==> src/rtl/smc_pwm_driver.sv <==
// H-bridge PWM stage behind the sliding-mode controller.
// Commands pass through saturate -> slew limit -> shadow -> period-aligned apply -> dead-timed PWM pair.
module smc_pwm_driver #(
  parameter int PERIOD   = 1000,
  parameter int DUTY_MAX = 950,
  parameter int SLEW_MAX = 100,
  parameter int DEAD     = 20
) (
  input  logic               clk,
  input  logic               rst,
  input  logic               start,
  input  logic signed [15:0] u,
  output logic               pwm_a,
  output logic               pwm_b,
  output logic signed [15:0] duty_applied,
  output logic               sat_flag,
  output logic               slew_flag,
  output logic               period_tick
);
  localparam int CW = $clog2(PERIOD);
  localparam logic [CW-1:0]      LAST     = CW'(PERIOD - 1);
  localparam logic [CW-1:0]      DEAD_END = CW'(DEAD);
  localparam logic signed [15:0] DMAX     = 16'(DUTY_MAX);
  localparam logic signed [15:0] SSTEP    = 16'(SLEW_MAX);
  localparam logic signed [17:0] SMAX     = 18'(SLEW_MAX);

  typedef enum logic {ST_RUN, ST_DEAD} state_t;

  state_t             state, state_nxt;
  logic [CW-1:0]      cnt, cnt_nxt;
  logic               wrap, rev, dir_neg, dir_nxt, on_nxt;
  logic               s1_vld, sat_nxt, slew_nxt;
  logic signed [15:0] target, shadow, usat, tgt_nxt, duty_nxt;
  logic signed [17:0] delta;
  logic [15:0]        mag_nxt;

  // Stage 1: clamp, then slew-limit against the running target (18-bit delta cannot wrap)
  always_comb begin
    usat    = u;
    sat_nxt = 1'b0;
    if (u > DMAX) begin
      usat    = DMAX;
      sat_nxt = 1'b1;
    end else if (u < -DMAX) begin
      usat    = -DMAX;
      sat_nxt = 1'b1;
    end
    delta    = {{2{usat[15]}}, usat} - {{2{target[15]}}, target};
    tgt_nxt  = usat;
    slew_nxt = 1'b0;
    if (delta > SMAX) begin
      tgt_nxt  = target + SSTEP;
      slew_nxt = 1'b1;
    end else if (delta < -SMAX) begin
      tgt_nxt  = target - SSTEP;
      slew_nxt = 1'b1;
    end
  end

  // Next-cycle view of counter, duty and FSM so the PWM outputs can be registered
  always_comb begin
    wrap     = (cnt == LAST);
    cnt_nxt  = wrap ? '0 : cnt + 1'b1;
    duty_nxt = wrap ? shadow : duty_applied;
    rev      = wrap && (shadow != 16'sd0) && (shadow[15] != dir_neg);
    dir_nxt  = (wrap && shadow != 16'sd0) ? shadow[15] : dir_neg;
    state_nxt = state;
    if (rev)
      state_nxt = ST_DEAD;
    else if (state == ST_DEAD && cnt_nxt >= DEAD_END)
      state_nxt = ST_RUN;
    mag_nxt = duty_nxt[15] ? 16'(-duty_nxt) : 16'(duty_nxt);
    on_nxt  = (16'(cnt_nxt) < mag_nxt) && (state_nxt == ST_RUN);
  end

  always_ff @(posedge clk or posedge rst) begin
    if (rst) begin
      cnt          <= '0;
      target       <= '0;
      shadow       <= '0;
      s1_vld       <= 1'b0;
      duty_applied <= '0;
      dir_neg      <= 1'b0;
      state        <= ST_RUN;
      pwm_a        <= 1'b0;
      pwm_b        <= 1'b0;
      sat_flag     <= 1'b0;
      slew_flag    <= 1'b0;
      period_tick  <= 1'b0;
    end else begin
      cnt         <= cnt_nxt;
      period_tick <= wrap;
      s1_vld      <= start;
      if (start) begin
        target    <= tgt_nxt;
        sat_flag  <= sat_nxt;
        slew_flag <= slew_nxt;
      end
      // a shadow write landing on the wrap edge is picked up one period later
      if (s1_vld) shadow <= target;
      duty_applied <= duty_nxt;
      dir_neg      <= dir_nxt;
      state        <= state_nxt;
      pwm_a        <= on_nxt && !dir_nxt;
      pwm_b        <= on_nxt && dir_nxt;
    end
  end
endmodule

==> config.mk <==
export PLATFORM = sky130hd
export DESIGN_NAME = smc_pwm_driver
export DESIGN_NICKNAME = d
export VERILOG_FILES = /design/src/rtl/smc_pwm_driver.sv
export SDC_FILE = /design/constraint.sdc
export NUM_CORES = 1
export LEC_CHECK = 0
export ABC_AREA = 1
export CAP_MARGIN = 20
export CORE_MARGIN = 3
export CORE_UTILIZATION = 55
export CTS_BUF_LIST = sky130_fd_sc_hd__clkbuf_8
export DETAILED_ROUTE_END_ITERATION = 10
export PLACE_DENSITY = 0.75
export SETUP_SLACK_MARGIN = 0.4
export SYNTH_ARGS = -nofsm -noshare
export SYNTH_HDL_FRONTEND = slang
export SYNTH_SLANG_ARGS = --single-unit
==> constraint.sdc <==
create_clock -name clk -period 2.7 [get_ports clk]
set_clock_uncertainty 0.15 [all_clocks]
set_input_delay 0.27 -clock clk [delete_from_list [all_inputs] [get_ports clk]]
set_output_delay 0.27 -clock clk [all_outputs]
set_load 0.01 [all_outputs]
==> impl_metrics.py <==
metrics = {
    "synthesis": {
        "yosysTopAreaCellShare_pct": 29.19,
        "synth_area_um2": 5658,
        "yosysTopAreaCell": "dfrtp_1",
        "synthXorXnorAreaFrac_pct": 5.108,
        "yosysWarnings": 0,
        "synth_cell_types": 39,
        "synth_top_family_by_area": "simple AND/OR/NAND/NOR gates",
        "ys_async_sr_fraction_pct": 100.0,
        "ys.flop_type": "dfrtp_1",
        "synth-simple-area-share_pct": 37.11,
        "synth_fp_nets": 927,
        "synth_seq_cells": 66,
        "avgSynthCellArea_um2": 6.459,
        "yosys.area_share.adder_pct": 7.209,
        "netlist_instances": 876,
        "synthTopCellsByArea": "dfrtp_1 29%, nand2_1 16%, inv_1 9.8%",
        "ys_seq_area_share_pct": 29.19,
        "synth-edff-count": 0,
        "synth_compound_area_share_pct": 8.536,
        "yosys-mux-area-fraction_pct": 0,
    },
    "final_layout": {
        "syn_to_final_growth_pct": 54.02,
        "diodes": 0,
        "drive_gt1_share_pct": 38.00,
        "finalNetCount": 1139,
        "fin_cells": 1225,
        "final_common_cell": "nand2_1",
        "final_cell_mix": "201 x nand2_1, 165 x buf_4, 131 x inv_1, 68 x nand3_1, 66 x dfrtp_1",
        "fillers": 516,
    },
    "place": {
        "gp_congestion": 0.9145,
        "io_buffer_count": 39,
        "post-dp-hpwl_um": 13390,
        "dpl.cell_count": 1169,
    },
    "timing": {
        "relSlewSlack_pct": 43.98,
        "finalHoldViolCount": 0,
        "finalSetupTns_ps": -14720,
        "fin_crit_ps": 3573,
        "period_share_pct": 132.3,
        "rsz0062_at_grt": "true",
        "max_freq_mhz": 279.9,
        "drv_slew": 0,
        "fin_ws_ps": -872.5,
        "finalSetupViolCount": 19,
        "tightest_slew_ps": 840.2,
    },
    "floorplanning": {
        "pin_count": 40,
        "rows": 36,
        "core-area_um2": 9910,
        "dieArea_um2": 11540,
        "initial_core_util_pct": 57.10,
        "die_height_um": 107.4,
        "fp.dieW_um": 107.4,
    },
    "clocking": {
        "clk_latency_ps": 360,
        "cts_htree_levels": 3,
        "numCtsBuffers": 9,
        "cts_hold_buf": 0,
        "clkTransAtPathRegs_ps": 70,
        "cts_sinks": 66,
        "cts_tree": "yes",
        "clockBufferDepth": 2,
        "root_buffer": "clkbuf_8",
    },
    "routing": {
        "routed_wl_um": 22130,
        "vias": 7027,
        "drc_errors": 0,
        "viasPerCell": 5.736,
        "postRouteAntennaNets": 0,
        "wl_per_cell_um": 18.06,
        "first_iter_violations": 766,
        "first_pass_iters": 6,
    },
    "global_routing": {
        "grt_pass1_wl_um": 30540,
        "grtUsageTotal_pct": 33.42,
        "grt_antenna_before_repair": 0,
        "grt_pass1_vias": 6670,
        "overflow": 0,
        "grt_max_degree": 67,
    },
    "pwr": {
        "p_leak_nw": 4.586,
        "pwr-share-comb_pct": 74.6,
        "switching_share_pct": 49.88,
        "p_seq_share_pct": 16.6,
        "clock_power_share_pct": 8.9,
        "ir_drop_mv": 0.8663,
        "p_sw_w": 0.004245,
        "intPower_w": 0.004266,
        "power.density_nw_per_um2": 976.6,
    },
    "critical_path": {
        "end_kind": "flip-flop",
        "arrival_ps": 3660,
        "path_class": "primary input to flip-flop",
        "cpPeakStageDelay_ps": 390,
        "slowest_stage": "fa_2",
        "r2r_cells": 20,
        "startpoint_type": "primary input",
        "worstPathRequired_ps": 2790,
        "cp_max_fo": 13,
    },
    "worst_hold_path": {
        "hold_class": "primary input to asynchronous set/reset pin",
    },
    "outcome": {
        "status": "finished, violations left",
        "failed_checks": "setup timing",
    },
    "run": {
        "cap_violations": 0,
    },
}
-- stage by stage --
stage	setup slack (ps)	hold WS [ps]	utilization [%]	total power, W	instance area [µm²]
floorplan	-601.2	151.4	-	0.004454	5876
finish	-872.5	159.5	87.94	0.008511	8715
detailed placement	-1748	362.5	74.51	0.006131	7383
global placement	-1598	348.7	74.51	0.005983	7383
global route	-1084	212.3	87.94	0.009008	8715
CTS	-651.4	173.3	82.29	0.007529	8154
-- registers in the layout, indices dropped and copies added, names as in the netlist --
signal,cells
duty_applied,16
shadow,16
target,16
cnt,10
dir_neg,1
period_tick,1
pwm_a,1
pwm_b,1
s1_vld,1
sat_flag,1
slew_flag,1
state,1
-- power by group through the flow --
stage,clock (W),combinational (W),sequential (W)
floorplan,0,0.00309,0.00137
global placement,0,0.00460,0.00138
detailed placement,0,0.00474,0.00139
CTS,0.000745,0.00540,0.00138
global route,0.000794,0.00679,0.00142
finish,0.000757,0.00635,0.00141
-- cells by family after synthesis --
| group | count (synthesis) |
|---|---|
| buffers and inverters | 183 |
| AND/OR/NAND/NOR | 477 |
| XOR/XNOR | 33 |
| adder cells (fa/ha/maj) | 32 |
| flip-flops | 66 |
| AO/OA/AOI/OAI | 85 |
-- synthesized netlist by cell type, types with 10 or more instances --
| cell type | count |
|---|---|
| a21oi_1 | 26 |
| clkbuf_1 | 13 |
| dfrtp_1 | 66 |
| ha_1 | 31 |
| inv_1 | 147 |
| inv_2 | 10 |
| nand2_1 | 244 |
| nand2_2 | 11 |
| nand3_1 | 92 |
| nand4_1 | 12 |
| nor2_1 | 76 |
| nor3_1 | 13 |
| o21ai_0 | 33 |
| xor2_1 | 31 |
-- final cells by class --
cell class                 instances  area, µm²  area share (%)
tap                              133      166.4           1.910
timing repair buffer             224       1907           21.88
clock buffer                      11      151.4           1.737
inverter                         160      625.6           7.179
multi-input combinational        627       4193           48.11
clock inverter                     4      20.02          0.2297
sequential                        66       1652           18.95
-- final timing paths --
check | end | start | slack, ps
min reg2reg | slew_flag | slew_flag | 370
min in group clk | slew_flag | slew_flag | 370
min | shadow[11] | rst | 160
max | target[3] | u[1] | -870
max in group asynchronous | duty_applied[3] | rst | 1940
max reg2reg | pwm_a | cnt[4] | -550
-- per-layer routing --
metal  routed length (µm)  track usage, %  vias to the layer above
met5                    0               0                        -
met4                 1536           20.29                        0
li1                     -               -                     3182
met1                 7898           34.90                     3271
met3                 1373           4.619                      146
met2                11320           62.78                      428
-- critical path, delay by kind of cell --
family / cells / cell delay [ps]
AOI/OAI and AO/OA: 2 / 330
buffers and inverters: 7 / 640
and+or+nand+nor: 17 / 1610
adders and majority gates: 3 / 810
-- timing repair --
item	CTS	global route
setup buffers	25	15
endpoints found under the hold margin	0	0
resized for setup	127	118
gates cloned	1	0
endpoints found under the setup margin	20	20
pin swaps	54	46
(Power assumes the default switching activity.)
